==> config.mk <==
export PLATFORM = sky130hd
export DESIGN_NAME = multi_serial_out
export DESIGN_NICKNAME = d
export VERILOG_FILES = /design/src/rtl/multi_serial_out.sv
export SDC_FILE = /design/constraint.sdc
export NUM_CORES = 1
export LEC_CHECK = 0
export ABC_CLOCK_PERIOD_IN_PS = 20400
export BUFFER_PORTS_ARGS = -buffer_cell sky130_fd_sc_hd__buf_2
export CAP_MARGIN = 20
export CORE_AREA = 2 2 187 189
export CTS_BUF_LIST = sky130_fd_sc_hd__clkbuf_16
export CTS_CLUSTER_DIAMETER = 150
export DETAILED_ROUTE_END_ITERATION = 12
export DIE_AREA = 0 0 189 191
export GPL_ROUTABILITY_DRIVEN = 0
export PLACE_DENSITY = 0.85
export REMOVE_ABC_BUFFERS = 1
export SETUP_SLACK_MARGIN = 0.15
export SLEW_MARGIN = 20
export SYNTH_ARGS = -nofsm -noshare
export SYNTH_HDL_FRONTEND = slang
export SYNTH_SLANG_ARGS = --single-unit
==> constraint.sdc <==
create_clock -name clk -period 20.4 [get_ports clk]
set_clock_uncertainty 0.2 [all_clocks]
set_input_delay 6.12 -clock clk [delete_from_list [all_inputs] [get_ports clk]]
set_output_delay 6.12 -clock clk [all_outputs]
set_load 0.01 [all_outputs]
==> src/rtl/multi_serial_out.sv <==
// multi_serial_out: NUM_CH independent serial shifters, each bit lasting one of
// two programmable periods, synchronised at a pass barrier that supports counted
// or infinite repeats. Sits between the control registers and the output pins.
module multi_serial_out #(
    parameter int DATA_BIT = 32,
    parameter int NUM_CH   = 4,
    parameter int CNT_W    = 8,
    parameter int RPT_W    = 8
) (
    input  logic                       clk,
    input  logic                       rst,
    input  logic                       i_start,
    input  logic                       i_stop,
    input  logic [NUM_CH-1:0]          i_ch_en,
    input  logic [NUM_CH-1:0]          i_idle_level,
    input  logic [RPT_W-1:0]           i_repeat,
    input  logic [CNT_W-1:0]           i_high_period,
    input  logic [CNT_W-1:0]           i_low_period,
    input  logic [NUM_CH*DATA_BIT-1:0] i_output_pattern,
    input  logic [NUM_CH*DATA_BIT-1:0] i_freq_pattern,
    output logic [NUM_CH-1:0]          o_serial_out,
    output logic [NUM_CH-1:0]          o_bit_tick,
    output logic                       o_pass_tick,
    output logic                       o_done_tick,
    output logic                       o_busy
);

    localparam int                IDX_W    = $clog2(DATA_BIT);
    localparam logic [IDX_W-1:0]  LAST_IDX = IDX_W'(DATA_BIT - 1);
    localparam logic [RPT_W-1:0]  RPT_INF  = '1;

    typedef enum logic [1:0] {
        ST_IDLE,
        ST_RUN,
        ST_BARRIER
    } top_state_e;

    typedef enum logic [1:0] {
        CH_OFF,
        CH_SHIFT,
        CH_WAIT
    } ch_state_e;

    top_state_e          top_q, top_d;
    ch_state_e           ch_state_q [NUM_CH];
    ch_state_e           ch_state_d [NUM_CH];
    logic [CNT_W-1:0]    cnt_q      [NUM_CH];
    logic [CNT_W-1:0]    cnt_d      [NUM_CH];
    logic [IDX_W-1:0]    idx_q      [NUM_CH];
    logic [IDX_W-1:0]    idx_d      [NUM_CH];
    logic [DATA_BIT-1:0] data_q     [NUM_CH];
    logic [DATA_BIT-1:0] data_d     [NUM_CH];
    logic [DATA_BIT-1:0] freq_q     [NUM_CH];
    logic [DATA_BIT-1:0] freq_d     [NUM_CH];

    logic [NUM_CH-1:0]   ch_en_q, ch_en_d;
    logic [NUM_CH-1:0]   idle_q, idle_d;
    logic [NUM_CH-1:0]   out_q, out_d;
    logic [CNT_W-1:0]    high_q, high_d;
    logic [CNT_W-1:0]    low_q, low_d;
    logic [RPT_W-1:0]    rpt_q, rpt_d;
    logic                busy_q, busy_d;
    logic                pass_q, pass_d;
    logic                done_q, done_d;

    logic [CNT_W-1:0]    period_sel  [NUM_CH];
    logic [CNT_W-1:0]    period_last [NUM_CH];
    logic [NUM_CH-1:0]   bit_end;
    logic                pass_end;
    logic                load_pass;
    logic [NUM_CH-1:0]   load_en;

    // Per-channel end-of-bit detection and the "every enabled channel finishes" condition.
    always_comb begin
        bit_end  = '0;
        pass_end = 1'b1;
        for (int c = 0; c < NUM_CH; c++) begin
            period_sel[c]  = freq_q[c][idx_q[c]] ? high_q : low_q;
            period_last[c] = (period_sel[c] == '0) ? '0 : (period_sel[c] - CNT_W'(1));
            bit_end[c]     = (ch_state_q[c] == CH_SHIFT) && (cnt_q[c] == period_last[c]);
            if (ch_en_q[c] &&
                !((ch_state_q[c] == CH_WAIT) || (bit_end[c] && (idx_q[c] == LAST_IDX)))) begin
                pass_end = 1'b0;
            end
        end
    end

    // Next-state logic for the top FSM, the channel FSMs and all latched configuration.
    always_comb begin
        top_d     = top_q;
        busy_d    = busy_q;
        pass_d    = 1'b0;
        done_d    = 1'b0;
        out_d     = out_q;
        ch_en_d   = ch_en_q;
        idle_d    = idle_q;
        high_d    = high_q;
        low_d     = low_q;
        rpt_d     = rpt_q;
        load_pass = 1'b0;
        load_en   = ch_en_q;
        for (int c = 0; c < NUM_CH; c++) begin
            ch_state_d[c] = ch_state_q[c];
            cnt_d[c]      = cnt_q[c];
            idx_d[c]      = idx_q[c];
            data_d[c]     = data_q[c];
            freq_d[c]     = freq_q[c];
        end

        case (top_q)
            ST_IDLE: begin
                out_d = i_idle_level;
                if (i_start && (i_ch_en != '0) && !i_stop) begin
                    top_d     = ST_RUN;
                    busy_d    = 1'b1;
                    ch_en_d   = i_ch_en;
                    idle_d    = i_idle_level;
                    rpt_d     = i_repeat;
                    load_pass = 1'b1;
                    load_en   = i_ch_en;
                end
            end

            ST_RUN: begin
                for (int c = 0; c < NUM_CH; c++) begin
                    case (ch_state_q[c])
                        CH_SHIFT: begin
                            if (bit_end[c]) begin
                                cnt_d[c] = '0;
                                if (idx_q[c] == LAST_IDX) begin
                                    ch_state_d[c] = CH_WAIT;
                                end else begin
                                    idx_d[c]    = idx_q[c] + IDX_W'(1);
                                    out_d[c]    = data_q[c][idx_q[c] + IDX_W'(1)];
                                end
                            end else begin
                                cnt_d[c] = cnt_q[c] + CNT_W'(1);
                            end
                        end
                        CH_OFF: begin
                            out_d[c] = idle_q[c];
                        end
                        default: begin
                        end
                    endcase
                end
                if (pass_end) begin
                    top_d = ST_BARRIER;
                end
            end

            ST_BARRIER: begin
                if (rpt_q != '0) begin
                    top_d     = ST_RUN;
                    pass_d    = 1'b1;
                    load_pass = 1'b1;
                    if (rpt_q != RPT_INF) begin
                        rpt_d = rpt_q - RPT_W'(1);
                    end
                end else begin
                    top_d  = ST_IDLE;
                    busy_d = 1'b0;
                    done_d = 1'b1;
                    out_d  = idle_q;
                    for (int c = 0; c < NUM_CH; c++) begin
                        ch_state_d[c] = CH_OFF;
                    end
                end
            end

            default: begin
                top_d = ST_IDLE;
            end
        endcase

        if (load_pass) begin
            high_d = i_high_period;
            low_d  = i_low_period;
            for (int c = 0; c < NUM_CH; c++) begin
                data_d[c] = i_output_pattern[c*DATA_BIT +: DATA_BIT];
                freq_d[c] = i_freq_pattern[c*DATA_BIT +: DATA_BIT];
                idx_d[c]  = '0;
                cnt_d[c]  = '0;
                if (load_en[c]) begin
                    ch_state_d[c] = CH_SHIFT;
                    out_d[c]      = i_output_pattern[c*DATA_BIT];
                end else begin
                    ch_state_d[c] = CH_OFF;
                    out_d[c]      = idle_d[c];
                end
            end
        end

        // Abort wins over everything else, including a barrier reload or completion.
        if (i_stop && (top_q != ST_IDLE)) begin
            top_d  = ST_IDLE;
            busy_d = 1'b0;
            pass_d = 1'b0;
            done_d = 1'b0;
            out_d  = idle_q;
            for (int c = 0; c < NUM_CH; c++) begin
                ch_state_d[c] = CH_OFF;
            end
        end
    end

    // State and configuration registers, cleared asynchronously by reset.
    always_ff @(posedge clk or posedge rst) begin
        if (rst) begin
            top_q   <= ST_IDLE;
            busy_q  <= 1'b0;
            pass_q  <= 1'b0;
            done_q  <= 1'b0;
            out_q   <= '0;
            ch_en_q <= '0;
            idle_q  <= '0;
            high_q  <= '0;
            low_q   <= '0;
            rpt_q   <= '0;
            for (int c = 0; c < NUM_CH; c++) begin
                ch_state_q[c] <= CH_OFF;
                cnt_q[c]      <= '0;
                idx_q[c]      <= '0;
                data_q[c]     <= '0;
                freq_q[c]     <= '0;
            end
        end else begin
            top_q   <= top_d;
            busy_q  <= busy_d;
            pass_q  <= pass_d;
            done_q  <= done_d;
            out_q   <= out_d;
            ch_en_q <= ch_en_d;
            idle_q  <= idle_d;
            high_q  <= high_d;
            low_q   <= low_d;
            rpt_q   <= rpt_d;
            for (int c = 0; c < NUM_CH; c++) begin
                ch_state_q[c] <= ch_state_d[c];
                cnt_q[c]      <= cnt_d[c];
                idx_q[c]      <= idx_d[c];
                data_q[c]     <= data_d[c];
                freq_q[c]     <= freq_d[c];
            end
        end
    end

    assign o_serial_out = out_q;
    assign o_bit_tick   = bit_end;
    assign o_pass_tick  = pass_q;
    assign o_done_tick  = done_q;
    assign o_busy       = busy_q;

endmodule

==> flow_summary.yaml <==
drt:
  drtIter0Drc: 1412
  antenna_left: 0
  routedWlPerCell_um: 17.2
  via_count: 17500
  drc: 0
  first_pass_iters: 8
  viasPerCell: 5.79
  drt-total-wl_um: 52000
clock_network:
  cts-resized-gates: 0
  cts_max_path_buffers: 3
  post_cts_buffers: 0
  root_buffer: "clkbuf_16"
  cts_tree: "done"
  hold_buffers: 0
  numCtsBuffers: 40
  cts_sinks: 357
  h-tree-depth: 2
  clock_insertion_delay_worst_skew_ns: 0.53
  path_clk_slew_ns: 0.06
logic_synthesis:
  ys.flop_type: "dfrtp_1"
  synth_area_um2: 19600
  ys_ff_latch: 357
  synth_cell_type_count: 81
  seq_area_frac_synth_pct: 45.5
  ys_warn_count: 0
  syn_inst: 2307
  synth.avg_cell_area_um2: 8.51
  synth-edff-count: 0
  async_reset_ff_share_pct: 100
placed_design:
  placed_cells: 2946
  hpwl_um: 36100
  port_buffers: 302
global_route:
  track_usage_pct: 28.7
  grt_max_degree: 222
  overflow: 0
  grt_pass1_wl_um: 85200
  grt_pass1_vias: 17200
  antenna_found_initial: 2
worst_setup_path:
  path_max_fanout: 20
  end_kind: "output pin"
  startpoint_type: "flip-flop"
  crit_type: "reg -> out"
  required_ns: 14.08
  cp.arrival_ns: 5.64
power_and_ir_drop:
  clockPowerShare_pct: 19.3
  combPwrFrac_pct: 45.5
  intPower_mw: 2.19
  ir_worst_vdd_mv: 0.122
  switchingPower_mw: 1.61
  pwr-share-seq_pct: 35.3
  power_leakage_nw: 11.3
  powerDensity_nw_per_um2: 168
  switching_share_pct: 42.4
die:
  dieArea_um2: 36100
  die_y_um: 191
  row_count: 68
  dieWidth_um: 189
  initial_core_util_pct: 57.6
  io_pins: 303
  coreArea_um2: 34100
timing:
  period_share_pct: 58.6
  hold_violations: 0
  fmaxAchievable_ghz: 0.0836
  setup_violations: 0
  rsz0062_at_grt: "no"
  fin_crit_ns: 11.96
  worstMarginPinSlew_ns: 1.07
  fin_tns_setup_ns: 0
  finalMaxSlewViolations: 0
  slew_headroom_pct: 28.3
cells_and_area:
  drive_above_1_share_pct: 18.1
  area_growth_pct: 15.3
  fin_nets: 2852
  final_cells: 3019
hold_path:
  hold_path_class: "reg -> reg"
flow_run:
  maxCapViolations: 0
run_status:
  status: "finished clean"
-- power groups by stage --
stage                     clock [mW]  sequential [mW]  combinational, mW
after floorplan                    0             1.24               1.44
after global placement             0             1.32               1.61
after detailed placement           0             1.34               1.70
after CTS                      0.745             1.33               1.71
after global routing           0.774             1.38               1.92
final                          0.732             1.34               1.73
-- cell usage in the layout (no fill, tap or decap), types with 5 or more instances in the layout --
master	Yosys	final
clkbuf_16	0	41
o22ai_1	7	7
dfrtp_1	357	357
or3_1	8	8
nand4_1	16	16
inv_1	45	46
bufinv_16	0	6
a31oi_1	14	14
xnor2_1	23	23
o21a_1	10	10
ha_1	27	27
a21oi_1	88	88
xor2_1	24	24
or4_1	5	5
o31ai_1	8	8
nor2_1	78	78
clkinv_2	0	12
o41ai_1	5	5
nand3_1	52	52
and2_1	14	14
a211oi_1	8	8
nand2_1	932	932
buf_2	12	302
a22oi_1	18	18
a21o_1	5	5
and3_1	24	24
mux2i_1	90	90
buf_4	4	10
a22o_1	9	9
nand2b_1	20	20
o21ai_0	88	88
clkinv_1	1	8
nor2b_1	20	20
o211ai_1	9	9
mux4_2	41	41
nor4_1	9	9
nor3_1	26	26
mux2_2	22	22
-- synth_stat cells (all sizes together) (9+ instances only) --
cell type / instances / area (um2)
mux4: 41 / 923
o211ai: 9 / 67.6
xnor2: 24 / 218
nand3: 52 / 260
o21a: 11 / 83.8
dfrtp: 357 / 8930
and3: 24 / 150
and2: 14 / 87.6
xor2: 24 / 210
or3: 9 / 61.3
mux2i: 90 / 901
a22oi: 18 / 135
a22o: 9 / 78.8
a31oi: 14 / 87.6
nor4: 10 / 68.8
inv: 45 / 169
mux2: 23 / 259
a21oi: 90 / 458
clkbuf: 102 / 383
nor2: 80 / 310
ha: 27 / 338
nor2b: 20 / 125
nand2b: 20 / 125
buf: 27 / 154
nand4: 16 / 100
nand2: 934 / 3520
o21ai: 92 / 460
nor3: 28 / 156
-- registers in the layout (all words and copies together) (netlist names) --
register and flops:
cnt_q 32, low_q 8, o_busy 1, o_done_tick 1, freq_q 128, high_q 8
idx_q 20, idle_q 4, data_q 128, rpt_q 8, ch_en_q 4, top_q 2
ch_state_q 8, o_pass_tick 1, o_serial_out 4
-- worst paths after layout --
path	end	slack [ns]	start	depth (start not counted)
max	o_bit_tick[3]	8.44	idx_q[1]$_DFFE_PP0P_	12
min	data_q[127]$_DFFE_PP0P_	0.26	data_q[127]$_DFFE_PP0P_	2
max reg2reg	idx_q[3]$_DFFE_PP0P_	14.14	idx_q[1]$_DFFE_PP0P_	15
min reg2reg	data_q[127]$_DFFE_PP0P_	0.26	data_q[127]$_DFFE_PP0P_	2
max in group asynchronous	freq_q[26]$_DFFE_PP0P_	12.08	rst	4
min in group asynchronous	rpt_q[1]$_DFFE_PP0P_	5.54	rst	2
-- cell families after synthesis --
| logic type | count (synthesis) | share of synthesized area, % |
|---|---|---|
| buffers and inverters | 175 | 3.61 |
| and+or+nand+nor | 1228 | 26.1 |
| adders and majority gates | 27 | 1.72 |
| DFF | 357 | 45.5 |
| muxes | 154 | 10.6 |
| xor gates and xnor gates | 48 | 2.18 |
| AOI/OAI and AO/OA | 318 | 10.3 |
-- per-stage QoR --
step	instance area, um2	hold slack [ns]	setup WS, ns	total power, mW	utilization, %
after global routing	22600	0.287	8.20	4.08	66.4
after CTS	22600	0.264	8.56	3.78	66.3
final	22600	0.263	8.44	3.80	66.4
after global placement	21300	0.244	9.48	2.93	62.4
after detailed placement	21300	0.251	9.13	3.03	62.4
after floorplan	19100	0.231	2.59	2.68	-
-- final cells by class --
| type | instances | area, um2 |
|---|---|---|
| diodes | 1 | 2.50 |
| clock buffers | 41 | 1030 |
| clock inverters | 31 | 305 |
| fillers | 2723 | 11500 |
| inverters | 46 | 185 |
| multi-input cells | 1775 | 10000 |
| flip-flops and latches | 357 | 8930 |
| well taps | 455 | 569 |
| repair buffers | 313 | 1610 |
-- critical path, stage by stage, from the launching register on --
cell       delay (ns)
dfrtp_1          0.97
mux2i_1          0.31
a22oi_1          0.14
nand3_1          0.14
nand4_1          0.78
mux2i_1          0.61
ha_1             0.42
and3_1           0.26
nor3_1           0.07
a2111oi_0        0.55
a211oi_1         0.16
a2111oi_4        0.46
buf_2            0.25
-- per-layer routing --
metal	part of all wire, %	GRT usage [%]	wire (um)	up-vias
met5	0.029	0	15	-
met4	3.5	9.92	1820	2
met3	8.3	5.03	4290	189
met2	47	46.6	24400	790
met1	41	39.2	21500	8285
li1	-	-	-	8222
Note: power is estimated with default switching activity, not from simulation.
